**config.mk**
```make
export PLATFORM = sky130hd
export DESIGN_NAME = led_bank_flat
export DESIGN_NICKNAME = d
export VERILOG_FILES = /design/src/rtl/led_bank_pkg.sv /design/src/rtl/led_bank_if.sv /design/src/rtl/led_prescaler.sv /design/src/rtl/led_bank.sv /design/src/flat_wrapper.sv
export SDC_FILE = /design/constraint.sdc
export NUM_CORES = 1
export LEC_CHECK = 0
export CAP_MARGIN = 20
export CORE_ASPECT_RATIO = 1.75
export CORE_MARGIN = 8
export CORE_UTILIZATION = 25
export CTS_BUF_LIST = sky130_fd_sc_hd__clkbuf_16
export CTS_CLUSTER_SIZE = 40
export DETAILED_ROUTE_END_ITERATION = 8
export SYNTH_ARGS = -nofsm -noshare
export SYNTH_HDL_FRONTEND = slang
export SYNTH_SLANG_ARGS = --single-unit
```
**constraint.sdc**
```tcl
create_clock -name clk -period 3.3 [get_ports clk]
set_input_delay 0.495 -clock clk [delete_from_list [all_inputs] [get_ports clk]]
set_output_delay 0.495 -clock clk [all_outputs]
set_load 0.005 [all_outputs]
```
**src/rtl/led_bank_pkg.sv**
```systemverilog
// Shared constants for led_bank: channel mode encodings, register word indices and a
// byte-strobe helper used by the bus write path.
package led_bank_pkg;

  localparam logic [2:0] ModeOff    = 3'd0;
  localparam logic [2:0] ModeOn     = 3'd1;
  localparam logic [2:0] ModeBlink  = 3'd2;
  localparam logic [2:0] ModePwm    = 3'd3;
  localparam logic [2:0] ModeRandom = 3'd4;

  localparam logic [5:0] WordCtrl   = 6'd0;
  localparam logic [5:0] WordDiv    = 6'd1;
  localparam logic [5:0] WordStatus = 6'd2;
  localparam logic [5:0] WordChBase = 6'd8;

  function automatic logic [31:0] strb_mask(logic [3:0] strb);
    return {{8{strb[3]}}, {8{strb[2]}}, {8{strb[1]}}, {8{strb[0]}}};
  endfunction

  function automatic logic [31:0] ch_word(logic [2:0] mode, logic [7:0] duty);
    return {16'h0000, duty, 5'b00000, mode};
  endfunction

endpackage

```
**src/rtl/led_bank_if.sv**
```systemverilog
// picorv32 native-bus slice seen by led_bank, including the memory_decoder chip select.
interface led_bank_if;
  logic        enable;
  logic        mem_valid;
  logic        mem_ready;
  logic [7:0]  mem_addr;
  logic [31:0] mem_wdata;
  logic [3:0]  mem_wstrb;
  logic [31:0] mem_rdata;

  modport master (
    output enable, mem_valid, mem_addr, mem_wdata, mem_wstrb,
    input  mem_ready, mem_rdata
  );

  modport slave (
    input  enable, mem_valid, mem_addr, mem_wdata, mem_wstrb,
    output mem_ready, mem_rdata
  );
endinterface

```
**src/rtl/led_prescaler.sv**
```systemverilog
// Programmable tick generator: counts 0..div_i and pulses tick_o on the terminal count.
// The counter is held at 0 while disabled and cleared whenever a new divider is loaded.
module led_prescaler #(
  parameter int unsigned DIV_WIDTH = 24
) (
  input  logic                 clk_i,
  input  logic                 reset_i,
  input  logic                 en_i,
  input  logic                 load_i,
  input  logic [DIV_WIDTH-1:0] div_i,
  output logic                 tick_o
);

  logic [DIV_WIDTH-1:0] cnt_q, cnt_d;

  // The tick of the current cycle is still emitted when a load lands on it.
  assign tick_o = en_i & (cnt_q == div_i);

  always_comb begin
    cnt_d = cnt_q + DIV_WIDTH'(1);
    if (!en_i || load_i || tick_o) begin
      cnt_d = '0;
    end
  end

  always_ff @(posedge clk_i) begin
    if (reset_i) begin
      cnt_q <= '0;
    end else begin
      cnt_q <= cnt_d;
    end
  end

endmodule

```
**src/rtl/led_bank.sv**
```systemverilog
// led_bank: memory-mapped multi-channel LED driver (OFF/ON/BLINK/PWM/RANDOM per channel).
// Define LED_BANK_RANDOM_EN to build the RANDOM mode and its per-channel latches.
module led_bank
  import led_bank_pkg::*;
#(
  parameter int unsigned CHANNELS  = 8,
  parameter int unsigned DIV_WIDTH = 24,
  parameter int unsigned DIV_RESET = 2_499_999
) (
  input  logic                clk,
  input  logic                reset,
  led_bank_if.slave           bus,
  input  logic [CHANNELS-1:0] rnd_in,
  output logic [CHANNELS-1:0] leds,
  output logic                tick
);

  logic [5:0]           word_idx;
  logic                 req, wr, rd;
  logic                 ready_q;
  logic [31:0]          rdata_q, rdata_d;
  logic                 en_q, en_d;
  logic [DIV_WIDTH-1:0] div_q, div_d;
  logic                 div_load;
  logic [31:0]          div_merged;
  logic [7:0]           pwm_q, pwm_d;
  logic [2:0]           mode_q [CHANNELS];
  logic [2:0]           mode_d [CHANNELS];
  logic [7:0]           duty_q [CHANNELS];
  logic [7:0]           duty_d [CHANNELS];
  logic [CHANNELS-1:0]  ch_wr;
  logic [CHANNELS-1:0]  blink_q, blink_d;
  logic [CHANNELS-1:0]  leds_q, leds_d;
  logic                 unused_bits;

  assign word_idx = bus.mem_addr[7:2];
  assign req      = bus.mem_valid & bus.enable & ~ready_q;
  assign wr       = req & (|bus.mem_wstrb);
  assign rd       = req & ~(|bus.mem_wstrb);

  assign unused_bits = ^{bus.mem_addr[1:0], bus.mem_wdata, div_merged, rnd_in};

  led_prescaler #(
    .DIV_WIDTH(DIV_WIDTH)
  ) u_prescaler (
    .clk_i  (clk),
    .reset_i(reset),
    .en_i   (en_q),
    .load_i (div_load),
    .div_i  (div_q),
    .tick_o (tick)
  );

  // Control and divider registers, merged byte by byte.
  assign div_merged = (32'(div_q) & ~strb_mask(bus.mem_wstrb)) |
                      (bus.mem_wdata & strb_mask(bus.mem_wstrb));

  always_comb begin
    en_d     = en_q;
    div_d    = div_q;
    div_load = 1'b0;
    if (wr && word_idx == WordCtrl && bus.mem_wstrb[0]) begin
      en_d = bus.mem_wdata[0];
    end
    if (wr && word_idx == WordDiv) begin
      div_d    = div_merged[DIV_WIDTH-1:0];
      div_load = 1'b1;
    end
  end

  assign pwm_d = en_q ? pwm_q + 8'd1 : 8'd0;

  always_comb begin
    ch_wr = '0;
    for (int n = 0; n < int'(CHANNELS); n++) begin
      mode_d[n] = mode_q[n];
      duty_d[n] = duty_q[n];
      ch_wr[n]  = wr && (word_idx == WordChBase + 6'(n));
      if (ch_wr[n] && bus.mem_wstrb[0]) begin
        mode_d[n] = bus.mem_wdata[2:0];
      end
      if (ch_wr[n] && bus.mem_wstrb[1]) begin
        duty_d[n] = bus.mem_wdata[15:8];
      end
    end
  end

  // A channel write wins over a coincident tick.
  assign blink_d = (tick ? ~blink_q : blink_q) & ~ch_wr;

`ifdef LED_BANK_RANDOM_EN
  logic [CHANNELS-1:0] rnd_q, rnd_d;

  assign rnd_d = (tick ? rnd_in : rnd_q) & ~ch_wr;

  always_ff @(posedge clk) begin
    if (reset) begin
      rnd_q <= '0;
    end else begin
      rnd_q <= rnd_d;
    end
  end
`endif

  always_comb begin
    leds_d = '0;
    for (int n = 0; n < int'(CHANNELS); n++) begin
      if (en_q) begin
        case (mode_q[n])
          ModeOn:     leds_d[n] = 1'b1;
          ModeBlink:  leds_d[n] = blink_q[n];
          ModePwm:    leds_d[n] = pwm_q < duty_q[n];
`ifdef LED_BANK_RANDOM_EN
          ModeRandom: leds_d[n] = rnd_q[n];
`endif
          default:    leds_d[n] = 1'b0;
        endcase
      end
    end
  end

  always_comb begin
    rdata_d = '0;
    if (rd) begin
      if (word_idx == WordCtrl) begin
        rdata_d = {31'h0, en_q};
      end else if (word_idx == WordDiv) begin
        rdata_d = 32'(div_q);
      end else if (word_idx == WordStatus) begin
        rdata_d = 32'(leds_q);
      end
      for (int n = 0; n < int'(CHANNELS); n++) begin
        if (word_idx == WordChBase + 6'(n)) begin
          rdata_d = ch_word(mode_q[n], duty_q[n]);
        end
      end
    end
  end

  always_ff @(posedge clk) begin
    if (reset) begin
      ready_q <= 1'b0;
      rdata_q <= '0;
      en_q    <= 1'b0;
      div_q   <= DIV_WIDTH'(DIV_RESET);
      pwm_q   <= '0;
      blink_q <= '0;
      leds_q  <= '0;
      for (int n = 0; n < int'(CHANNELS); n++) begin
        mode_q[n] <= '0;
        duty_q[n] <= '0;
      end
    end else begin
      ready_q <= req;
      rdata_q <= rdata_d;
      en_q    <= en_d;
      div_q   <= div_d;
      pwm_q   <= pwm_d;
      blink_q <= blink_d;
      leds_q  <= leds_d;
      for (int n = 0; n < int'(CHANNELS); n++) begin
        mode_q[n] <= mode_d[n];
        duty_q[n] <= duty_d[n];
      end
    end
  end

  assign leds          = leds_q;
  assign bus.mem_ready = ready_q;
  assign bus.mem_rdata = rdata_q;

endmodule

```
**src/flat_wrapper.sv**
```systemverilog
// flat-port wrapper written by rule: the top's interface ports become plain ports
module led_bank_flat import led_bank_pkg::*;
#(
  parameter int unsigned CHANNELS  = 8,
  parameter int unsigned DIV_WIDTH = 24,
  parameter int unsigned DIV_RESET = 2_499_999
)
  (clk, reset, rnd_in, leds, tick, bus_enable, bus_mem_valid, bus_mem_addr, bus_mem_wdata, bus_mem_wstrb, bus_mem_ready, bus_mem_rdata);
  led_bank_if bus_i ();
  input  logic clk;
  input  logic reset;
  input  logic [CHANNELS-1:0] rnd_in;
  output logic [CHANNELS-1:0] leds;
  output logic tick;
  input wire logic [$bits(bus_i.enable)-1:0] bus_enable;
  input wire logic [$bits(bus_i.mem_valid)-1:0] bus_mem_valid;
  input wire logic [$bits(bus_i.mem_addr)-1:0] bus_mem_addr;
  input wire logic [$bits(bus_i.mem_wdata)-1:0] bus_mem_wdata;
  input wire logic [$bits(bus_i.mem_wstrb)-1:0] bus_mem_wstrb;
  output wire logic [$bits(bus_i.mem_ready)-1:0] bus_mem_ready;
  output wire logic [$bits(bus_i.mem_rdata)-1:0] bus_mem_rdata;
  assign bus_i.enable = bus_enable;
  assign bus_i.mem_valid = bus_mem_valid;
  assign bus_i.mem_addr = bus_mem_addr;
  assign bus_i.mem_wdata = bus_mem_wdata;
  assign bus_i.mem_wstrb = bus_mem_wstrb;
  assign bus_mem_ready = bus_i.mem_ready;
  assign bus_mem_rdata = bus_i.mem_rdata;
  led_bank #(.CHANNELS(CHANNELS), .DIV_WIDTH(DIV_WIDTH), .DIV_RESET(DIV_RESET)) u_core (.clk(clk), .reset(reset), .bus(bus_i), .rnd_in(rnd_in), .leds(leds), .tick(tick));
endmodule
```
==> metrics.yaml <==
status: "completed"
timing.final.crit_share: 0.9286
synth_cells: 1140
worst_pin_slew_ns: 0.9904
drt_iter0_drc: 389
path_max_fanout: 3
vias: 8375
critPathMaxStageDelay_ns: 0.56
fill_cells: 4036
final_area_mm2: 0.01156
ys.warnings.count: 0
synthesis.area_mm2: 0.009727
synth_edf_count: 0
cts_sinks: 186
port_buffers: 71
cts_setup_buffers: 0
hold_class: "in2reg"
cp-end-kind: "output port"
skew_ns: 0.01413
die_x_um: 165.1
seq_area_frac_synth: 0.3828
rsz0062_at_grt: "no"
placed_cells: 1659
clockBufferDepth: 2
grt_overflow: 0
setup_violations: 0
ys_types: 56
ys.flop_type: "dfxtp_1"
placed_area_mm2: 0.01097
dr_wl_met2_mm: 16.22
die_height_um: 276.9
gp_congestion: 0.9240
layout-drive-gt1-share: 0.07877
power.density_mw_per_mm2: 399.6
top_layer: "met4"
worst-path-buf-inv: 1
max_freq_mhz: 326.3
yosysTopAreaCell: "dfxtp_1"
grt_pass1_vias: 8362
synth_area_per_cell_um2: 8.532
relSlewSlack: 0.3397
drc_errors: 0
h-tree-depth: 4
finalSetupTns_ns: 0
antenna_found_initial: 0
nNetsFinal: 1307
root_buffer: "clkbuf_16"
p_leak_uw: 0.004332
cp.arrival_ns: 2.57
worst_path_max_delay_cell: "clkdlybuf4s50_1"
vias_per_cell: 4.953
peakVddDrop_v: 0.0003454
cts_tree: "built"
instances_no_fill: 1691
drt-met1-wl_mm: 11.41
drtPass1Iterations: 5
insertion_delay_ns: 0.46
drt_wl_total_mm: 31.54
cts_made_buffers: 17
start_util: 0.2533
die-area_mm2: 0.04572
track_usage: 0.1392
dp_hpwl_mm: 24.47
hold_buffers: 0
dr_wl_met3_mm: 1.711
ant_nets: 0
row_count: 95
synth_top_area_frac: 0.3828
area_delta_synth_final_pct: 18.90
ys_ff_latch: 186
cp_cell_sequence: "xor2_1 > nor4_1 > nand4_1 > nor3_1 > clkdlybuf4s50_1"
period_minus_slack_ns: 3.064
crit_family: "simple AND/OR/NAND/NOR gates"
synthArstFlopShare: 0
cp-start-kind: "flop"
worstPathRequired_ns: 2.80
report.final.slew_viol_count: 0
ios: 98
grt_pass1_wl_mm: 48.22
core_mm2: 0.03839
wl_per_cell_um: 18.65
cts_resized: 0
finalHoldViolations: 0
synth_area_leaders: "dfxtp_1 38%, mux2i_1 8.4%, ha_1 7.5%, nor2_1 5.0%, o21ai_0 4.0%"
grt_max_degree: 86
n_antenna_cell: 0
crit_type: "reg2out"
maxCapViolations: 0
clkTransAtPathRegs_ns: 0.07
per-stage QoR:
step,total power [uW],hold WS [ns],worst slack (ns),utilization
after floorplan,2436,0.4427,1.263,-
after global placement,2550,0.4557,0.3746,0.2856
after detailed placement,2550,0.4605,0.3484,0.2856
after CTS,4658,0.4428,0.2393,0.3012
after global routing,4770,0.4802,0.1253,0.3012
final,4621,0.4616,0.2355,0.3012
routing by layer:
| metal | track usage | vias to the layer above |
|---|---|---|
| met1 | 0.1392 | 3973 |
| met5 | 0 | - |
| li1 | - | 4030 |
| met3 | 0.02798 | 91 |
| met4 | 0.09903 | 0 |
| met2 | 0.2487 | 281 |
Yosys cell counts (4+ instances only):
cell	number
a21oi_1	75
ha_1	58
xor2_1	44
nand2b_1	19
nor2b_1	8
nor3_4	8
mux2_2	4
a31oi_1	12
a211o_1	4
or3_1	9
nand3b_1	9
o21ai_0	77
inv_1	65
o221a_2	6
a2111oi_0	9
nand2_1	101
clkbuf_1	52
nor4_1	7
buf_4	10
nor3_1	6
nand4_1	13
a21o_1	17
and3_1	17
xnor2_1	8
a22oi_1	7
mux2i_1	82
a32oi_1	7
nand3_1	23
buf_2	14
o21a_1	17
dfxtp_1	186
nor2_1	130
layout make-up:
class                   instances  area, um2  share of cell area
flip-flops and latches        186       3724              0.3220
clock buffers                  17      425.4             0.03678
inverters                      65      244.0             0.02110
well taps                     485      606.8             0.05247
clock inverters                15      172.7             0.01493
repair buffers                104      950.9             0.08222
multi-input cells             819       5441              0.4705
cells by family after synthesis:
family,after synthesis,share of synthesized area
AO/OA/AOI/OAI,245,0.1549
XOR/XNOR,52,0.04682
adder cells (fa/ha/maj),58,0.07461
buffers and inverters,142,0.06046
flip-flops,186,0.3828
multiplexers,87,0.09133
other,1,0.0003855
AND/OR/NAND/NOR,369,0.1887
power breakdown:
group	internal [uW]	leakage [uW]	switching (uW)
combinational	85.7	0.00254	165
sequential	2240	0.00150	2.19
clock	1090	0.000295	1030
worst paths after layout:
check,start,endpoint,slack [ns],cells after the start
max,flop,tick,0.24,5
min,reset,flop,0.46,2
max reg2reg,flop,u_core.u_prescaler.cnt_q[15],0.91,5
min reg2reg,u_core.blink_q[3],u_core.blink_q[3],0.47,2
cells in the final DEF, fill, tap and decap left out, types with 9 or more instances in the layout:
master and count:
buf_4 34, o21ai_0 77, dfxtp_1 186, ha_1 58
nand3b_1 9, inv_1 65, mux2i_1 82, a21oi_1 75
clkbuf_16 17, a21o_1 17, o21a_1 17, a2111oi_0 9
nand2b_1 19, nand2_1 101, or3_1 9, nor2_1 130
nand4_1 13, nand3_1 23, clkdlybuf4s50_1 69, a31oi_1 12
xor2_1 44, and3_1 17
(Power assumes the default switching activity.)
